--- src/rtl/program_loader.sv ---
// program_loader: boot-time copier from a synchronous instruction ROM into the
// CPU instruction-memory write port. One word costs two cycles: READ presents
// the ROM address, WRITE forwards the returned word to the CPU with a one-cycle
// write strobe. The CPU is held (cpu_run=0) until a load has completed.
//
// Handshake: there is no back-pressure. write is a single-cycle strobe and
// write_instruction_index/write_instruction are only meaningful while write=1.
// reload is a single-cycle request that is honoured only in IDLE or DONE.
module program_loader #(
  parameter int INSTR_WIDTH = 16,
  parameter int INDEX_WIDTH = 8,
  parameter int PROG_LEN    = 13,
  parameter int BASE_INDEX  = 10,
  parameter int AUTO_START  = 1
) (
  input  logic                   clk,
  input  logic                   rst_n,
  input  logic                   reload,
  output logic [INDEX_WIDTH-1:0] rom_addr,
  input  logic [INSTR_WIDTH-1:0] rom_data,
  output logic                   write,
  output logic [INDEX_WIDTH-1:0] write_instruction_index,
  output logic [INSTR_WIDTH-1:0] write_instruction,
  output logic                   cpu_run,
  output logic                   busy,
  output logic                   done,
  output logic [INSTR_WIDTH-1:0] checksum
);

  // The program must fit inside the CPU instruction index space.
  if ((PROG_LEN < 0) || (PROG_LEN > (1 << INDEX_WIDTH)) ||
      (BASE_INDEX < 0) || (BASE_INDEX + PROG_LEN > (1 << INDEX_WIDTH))) begin : g_bad_params
    $error("program_loader: BASE_INDEX + PROG_LEN exceeds the instruction index space");
  end

  typedef enum logic [1:0] {
    IDLE  = 2'd0,
    READ  = 2'd1,
    WRITE = 2'd2,
    DONE  = 2'd3
  } state_t;

  localparam logic [INDEX_WIDTH-1:0] LAST_K = INDEX_WIDTH'((PROG_LEN > 0) ? PROG_LEN - 1 : 0);
  localparam logic [INDEX_WIDTH-1:0] BASE   = INDEX_WIDTH'(BASE_INDEX);
  localparam logic [INDEX_WIDTH-1:0] ONE    = INDEX_WIDTH'(1);

  // An empty program completes instantly, so a start lands straight in DONE.
  localparam state_t START_STATE = (PROG_LEN > 0) ? READ : DONE;
  localparam state_t RESET_STATE = (AUTO_START == 0) ? IDLE : START_STATE;

  // state is kept as a named signal so checkers can observe the FSM directly.
  state_t                 state;
  state_t                 state_next;
  logic [INDEX_WIDTH-1:0] k;
  logic [INDEX_WIDTH-1:0] k_next;
  logic [INSTR_WIDTH-1:0] sum;
  logic [INSTR_WIDTH-1:0] sum_next;
  logic [INDEX_WIDTH-1:0] idx_q;
  logic [INDEX_WIDTH-1:0] idx_next;
  logic [INSTR_WIDTH-1:0] ins_q;
  logic [INSTR_WIDTH-1:0] ins_next;

  // State, word counter, checksum and last-written word/index registers.
  always_ff @(posedge clk or negedge rst_n) begin
    if (!rst_n) begin
      state <= RESET_STATE;
      k     <= '0;
      sum   <= '0;
      idx_q <= '0;
      ins_q <= '0;
    end else begin
      state <= state_next;
      k     <= k_next;
      sum   <= sum_next;
      idx_q <= idx_next;
      ins_q <= ins_next;
    end
  end

  // Next-state logic: start on reload from IDLE/DONE, alternate READ/WRITE per word.
  always_comb begin
    state_next = state;
    k_next     = k;
    sum_next   = sum;
    idx_next   = idx_q;
    ins_next   = ins_q;
    case (state)
      IDLE, DONE: begin
        if (reload) begin
          state_next = START_STATE;
          k_next     = '0;
          sum_next   = '0;
        end
      end
      READ: begin
        state_next = WRITE;
      end
      WRITE: begin
        idx_next = BASE + k;
        ins_next = rom_data;
        sum_next = sum + rom_data;
        if (k == LAST_K) begin
          state_next = DONE;
        end else begin
          k_next     = k + ONE;
          state_next = READ;
        end
      end
      default: begin
        state_next = IDLE;
      end
    endcase
  end

  // Outputs decoded from the state. The reset state may be READ or DONE, so
  // busy/done/cpu_run are also qualified by rst_n to read as idle while reset
  // is held.
  always_comb begin
    rom_addr                = k;
    write                   = (state == WRITE);
    write_instruction_index = (state == WRITE) ? (BASE + k) : idx_q;
    write_instruction       = (state == WRITE) ? rom_data : ins_q;
    busy                    = rst_n & ((state == READ) || (state == WRITE));
    done                    = rst_n & (state == DONE);
    cpu_run                 = rst_n & (state == DONE);
    checksum                = sum;
  end

endmodule
--- config.mk ---
export PLATFORM = sky130hd
export DESIGN_NAME = program_loader
export DESIGN_NICKNAME = d
export VERILOG_FILES = /design/src/rtl/program_loader.sv
export SDC_FILE = /design/constraint.sdc
export NUM_CORES = 1
export LEC_CHECK = 0
export CAP_MARGIN = 20
export CORE_UTILIZATION = 35
export DETAILED_ROUTE_END_ITERATION = 16
export PLACE_DENSITY = 0.72
export SKIP_CTS_REPAIR_TIMING = 1
export SLEW_MARGIN = 10
export SYNTH_ARGS = -nofsm -noshare
export SYNTH_HDL_FRONTEND = slang
export SYNTH_SLANG_ARGS = --single-unit
--- constraint.sdc ---
create_clock -name clk -period 2.05 [get_ports clk]
set_clock_uncertainty 0.05 [all_clocks]
set_input_delay 0.41 -clock clk [delete_from_list [all_inputs] [get_ports clk]]
set_output_delay 0.41 -clock clk [all_outputs]
set_load 0.01 [all_outputs]
==> results.md, run 1 <==
- Status: finished, violations left
- Failing checks: setup timing
- Cell Pwr Density: 1440 mW/mm^2
- CP Capture Type: flop
- RD Place Congestion: 0.803
- Max IR drop VDD: between 0.0007 and 0.0008 V
- Max-cap violations: 0
- EDFF count, synth: 0
- Largest area contributor in the netlist: dfrtp_1
- Initial antenna violation count: 0
- Routed Wire Length: 8.34 mm
- Top Metal Used: met4
- Area contributors post-synth: dfrtp_1 42%, ha_1 9.1%, mux2_2 8.2%
- FMAX: around 450 MHz
- DRT Pass-1 Iters: 4
- DRC: 0
- Fin crit period: ~2.2 ns
- CTS buffer count: 5
- M1 WL: 3.65 mm
- Fin. max-slew vios: 0
- CTS tree: done
- CTS clk-pin slew, worst paths: around 0.1 ns
- Hold Crit Class: in -> async
- Placed Cells: 505
- Core area: between 0.007 and 0.008 sq mm
- Most frequent cell after synthesis: dfrtp_1
- WS Path Type: reg -> reg
- Leak pwr: 2.24 nW
- Vias after detailed routing: 2687
- Die ar.: 0.00861 sq mm
- Largest net degree at the start of global routing: slightly above 50
- Vias in the first global route: approximately 2.7k
- DRT iter0 DRCs: 70
- Clk buf depth: 2
- Req. time, crit path: between 2 and 2.5 ns
- Starting Density: 0.368
- Register area share after synthesis: 0.434
- Avg Cell Area, Syn: 10.3 sq um
- IO Port Bufs: 70
- Vert. Die Dim: between 90 and 100 um
- Least-Margin Pin Slew: roughly 0.66 ns
- Synthesized instance count: 279
- Netlist cell types: between 50 and 60
- Top cells by count, synth: 49 x dfrtp_1, 27 x o21ai_0, 21 x ha_1, 21 x mux2_2, 19 x nand2_1
- Die X: 92.8 um
- Endpoints failing hold: 0
- Root buf cell: clkbuf_8
- Rel. slew slack: 0.561
- Startpoint types: flop
- RSZ-0062 raised after global routing: yes
- Met3 routed WL: around 360 um
- First-pass GRT wire length: ~13 mm
- Vias/cell: around 5.1
- Final WS setup: -0.189 ns
- Final setup viols: 29
- Clock sink count: 50
- Final nets: 461
- # rows: 32
- Post-synth ARST share: 1.00
- Detail Placement HPWL: around 5.6 mm
- I/O pins: 71
- DR WL met2: roughly 4.2 mm
- Antenna Diode Count: 0
- Final instance count without filler cells: 523
- CP arrival: 2.37 ns
- Synth Net Count: 320
- Area growth from synthesis to layout: 63.7%
- WL/cell: 15.9 um
- Final Util: 0.602
- Yosys top cell area share: 0.425
- Final period utilization: 1.09
- Syn. warnings: 0
- Share of layout cells above drive strength 1: 0.473
- Grt ovf: 0
- Crit path max fanout: 3
- Gr usage total: 0.183
- CTS H-tree depth: 2
- Mapped Area: 0.00289 sq mm
- FF+latch count, synth: 50
- Main flop type after synthesis: dfrtp_1
- Final ANT Viol Nets: 0
- Skew-Pair Late Insertion Delay: 0.31 ns
-- worst max-delay path, cell delays in order, from the launching register on --
cell and delay [ns]:
dfrtp_1 0.37, ha_2 0.20, inv_2 0.04, fa_2 0.35, nor2b_1 0.18, o21a_1 0.19
o21ai_2 0.10, a22oi_2 0.23, a31oi_1 0.14, xor2_1 0.19, o21ai_1 0.08
-- cell families after synthesis --
family / synth area share
AOI/OAI and AO/OA: 0.173
xor gates and xnor gates: 0.0546
adders and majority gates: 0.0980
buffers and inverters: 0.0330
DFF: 0.434
muxes: 0.0854
and+or+nand+nor: 0.121
-- path summary, 6_finish.rpt --
| check | cells after the start | from | slack (ns) | endpoint |
|---|---|---|---|---|
| min reg2reg | 1 | ins_q[8] | 0.45 | ins_q[8] |
| max in group asynchronous | 2 | rst_n | 1.29 | rom_addr[3] |
| max reg2reg | 10 | checksum[0] | -0.19 | checksum[10] |
| min | 2 | rst_n | 0.16 | rom_addr[6] |
| max | 10 | checksum[0] | -0.19 | checksum[10] |
| min in group clk | 2 | rom_data[0] | 0.36 | ins_q[0] |
-- registers in the layout, indices dropped and copies added, names as in the netlist --
| name | flops |
|---|---|
| checksum | 16 |
| rom_addr | 8 |
| idx_q | 8 |
| state | 2 |
| ins_q | 16 |
-- cell usage in the layout, fill, tap and decap left out, types with 7 or more instances in the layout --
cell             synthesis  routed
a21o_1                   8       7
a21oi_2                  0      12
buf_4                    1      72
clkbuf_2                 0      20
clkdlybuf4s50_1          0      27
dfrtp_1                 49      48
dlymetal6s2s_1           0      18
ha_4                     0      10
inv_1                   11       9
mux2_2                  21      21
nand2_1                 19      19
o21ai_0                 27      14
o21ai_1                  1      10
xor2_1                  10       9
-- cell type report --
| class | instances | area [sq um] |
|---|---|---|
| Tap cell | 102 | 128 |
| Multi-Input combinational cell | 205 | 1940 |
| Fill cell | 647 | 3130 |
| Inverter | 11 | 41.3 |
| Sequential cell | 50 | 1250 |
| Clock buffer | 5 | 68.8 |
| Clock inverter | 3 | 45.0 |
| Timing Repair Buffer | 147 | 1240 |
-- routing by layer --
metal | up-vias | GRT usage
met3 | 16 | 0.0328
met1 | 1308 | 0.236
met2 | 71 | 0.319
li1 | 1292 | -
met4 | 0 | 0.0410
met5 | - | 0
-- report_power, final --
part / internal (mW) / leakage, nW / switching [mW] / total, mW
combinational: 2.41 / 1.57 / 2.06 / 4.47
sequential: 1.39 / 0.626 / 0.225 / 1.61
clock: 0.363 / 0.0504 / 0.351 / 0.714
-- stage by stage --
stage | setup WS (ns) | hold slack (ns) | setup TNS [ns] | power (mW) | instance area (sq um)
after floorplan | -0.164 | 0.0644 | -0.164 | 3.54 | 2910
after global placement | -0.628 | 0.429 | -9.38 | 5.40 | 4190
after detailed placement | -0.673 | 0.436 | -10.46 | 5.50 | 4190
after CTS | -0.538 | 0.203 | -15.99 | 6.25 | 4300
after global routing | -0.325 | 0.225 | -4.33 | 7.27 | 4720
final | -0.189 | 0.161 | -2.20 | 6.80 | 4720
No activity file was read; power rests on OpenSTA's default activity.
==> run 2: changes to the inputs <==
--- a/config.mk
+++ b/config.mk
@@ -5,6 +5,7 @@
 export SDC_FILE = /design/constraint.sdc
 export NUM_CORES = 1
 export LEC_CHECK = 0
+export ABC_CLOCK_PERIOD_IN_PS = 2050
 export CAP_MARGIN = 20
 export CORE_UTILIZATION = 35
 export DETAILED_ROUTE_END_ITERATION = 16
==> results of run 2 <==
No change in the layout: final DEF, timing and power equal those of run 1.
==> run 3: changes to the inputs <==
--- a/config.mk
+++ b/config.mk
@@ -7,6 +7,7 @@
 export LEC_CHECK = 0
 export ABC_CLOCK_PERIOD_IN_PS = 2050
 export CAP_MARGIN = 20
+export CORE_ASPECT_RATIO = 0.5
 export CORE_UTILIZATION = 35
 export DETAILED_ROUTE_END_ITERATION = 16
 export PLACE_DENSITY = 0.72
==> results.md, run 3 (synthesized netlist as in run 1, its figures left out) <==
- Core area: 0.00765 sq mm
- Sequential share of power: 0.232
- Net Sw Power: ~2.6 mW
- Worst reg2reg path endpoint: checksum[10]
- Root buf cell: clkbuf_16
- Final Util: 0.613
- Status: finished, violations left
- DRT Pass-1 Iters: 4
- Hold Crit Class: in -> async
- FMAX: 435 MHz
- Most frequent cells in the layout: 75 x buf_4, 49 x dfrtp_1, 29 x clkdlybuf4s50_1
- Area growth from synthesis to layout: 62.6%
- Final instance count without filler cells: 535
- Pint: 4.31 mW
- Clock sink count: 50
- WL/cell: 16.4 um
- Commonest non-fill, non-tap cell in the layout: buf_4
- Die X: 130 um
- Vert. Die Dim: 66.2 um
- Leak pwr: between 2 and 2.5 nW
- Max-cap violations: 0
- Final instance area: 0.00469 sq mm
- CP arrival: 2.41 ns
- Largest net degree at the start of global routing: 34
- Internal reg-to-reg setup slack: -0.25 ns
- Worst r2r src: checksum[0]
- Clk buf depth: 2
- WS Path Type: reg -> reg
- Switching Fraction: 0.379
- Die ar.: between 0.008 and 0.009 sq mm
- I/O pins: 71
- Max IR drop VDD: about 0.00057 V
- First-pass GRT wire length: 12.6 mm
- Least-Margin Pin Slew: 0.499 ns
- Fin. max-slew vios: 0
- Startpoint types: flop
- Vias after detailed routing: approximately 2.7k
- Antenna Diode Count: 0
- CTS H-tree depth: 2
- Detail Placement HPWL: 5.79 mm
- DRC: 0
- Endpoints failing hold: 0
- DRT iter0 DRCs: 195
- # rows: 22
- Share of layout cells above drive strength 1: 0.436
- RD Place Congestion: 0.840
- Grt ovf: 0
- Final hold slack: 0.0759 ns
- Vias in the first global route: 2608
- Final period utilization: 1.12
- Placed Cells: around 510
- CTS buffer count: 5
- Failing checks: setup timing
- Clk network pwr share: 0.124
- CTS clk-pin slew, worst paths: 0.07 ns
- IO Port Bufs: 70
- Final WS setup: -0.249 ns
- Gr usage total: 0.191
- Final setup viols: 28
- Final ANT Viol Nets: 0
- Initial antenna violation count: 0
- Req. time, crit path: ~2.2 ns
- Crit path max fanout: 3
- Routed Wire Length: just under 9 mm
- Rel. slew slack: 0.667
- Power share of the combinational group: 0.645
- R2R depth: 10
- RSZ-0062 raised after global routing: yes
- Starting Density: 0.377
- CP Capture Type: flop
- Vias/cell: 5.11
- Cell Pwr Density: about 1500 mW/mm^2
- CTS tree: done
- Skew-Pair Late Insertion Delay: 0.30 ns
- Fin crit period: between 2 and 2.5 ns
- Final nets: 467
- Area after DPL: 0.00421 sq mm
run 3: changes by cell type in the layout (fill, tap and decap cells not counted), sizes merged:
cell,previous run,this run
clkbuf,25,34
clkdlybuf4s50,27,29
clkinvlp,2,0
dlymetal6s2s,18,16
buf,82,81
bufinv,1,0
clkinv,0,1
run 3: final cells by class:
cell class	instances	area, sq um
Sequential cell	50	1250
Clock inverter	1	5.00
Inverter	11	41.3
Fill cell	642	2960
Timing Repair Buffer	153	1320
Multi-Input combinational cell	205	1800
Tap cell	108	135
Clock buffer	7	143
run 3: routing by layer:
metal | share of wire | vias up | global-route usage
met5 | 0 | - | 0
met4 | 0.013 | 0 | 0.0618
met3 | 0.036 | 12 | 0.0299
met2 | 0.49 | 50 | 0.325
met1 | 0.47 | 1370 | 0.249
li1 | - | 1304 | -
run 3: per-stage QoR:
stage          total power [mW]  TNS, ns  worst slack (ns)
3_5_place_dp               5.56   -10.87            -0.722
4_1_cts                    6.46   -16.09            -0.513
5_1_grt                    7.40    -4.62            -0.351
2_1_floorplan              3.54   -0.164            -0.164
3_3_place_gp               5.42    -9.19            -0.649
6_report                   6.95    -3.24            -0.249
run 3: how the worst max path moves through the flow:
stage | from | end | depth (start not counted) | slack (ns)
2_1_floorplan | checksum[10] | checksum[15] | 9 | -0.16
5_1_grt | checksum[0] | checksum[10] | 10 | -0.35
3_5_place_dp | rom_data[0] | checksum[12] | 11 | -0.72
3_3_place_gp | rom_data[8] | checksum[15] | 9 | -0.65
6_report | checksum[0] | checksum[10] | 10 | -0.25
4_1_cts | state[0] | write_instruction[13] | 5 | -0.51
run 3: critical path, stage by stage, from the launching register on:
cell and delay (ns):
dfrtp_1 0.37, ha_2 0.21, inv_2 0.05, fa_2 0.36, nor2b_1 0.17, o21a_1 0.18, o21ai_2 0.10, a22oi_2 0.26
a31oi_1 0.15, xor2_1 0.18, o21ai_1 0.08
run 3: power groups by stage:
stage / Combinational (mW) / Clock [mW] / Sequential [mW]
after floorplan: 1.90 / 0 / 1.64
after global placement: 3.87 / 0 / 1.55
after detailed placement: 3.99 / 0 / 1.58
after CTS: 4.02 / 0.878 / 1.56
after global routing: 4.84 / 0.910 / 1.65
final: 4.48 / 0.859 / 1.61
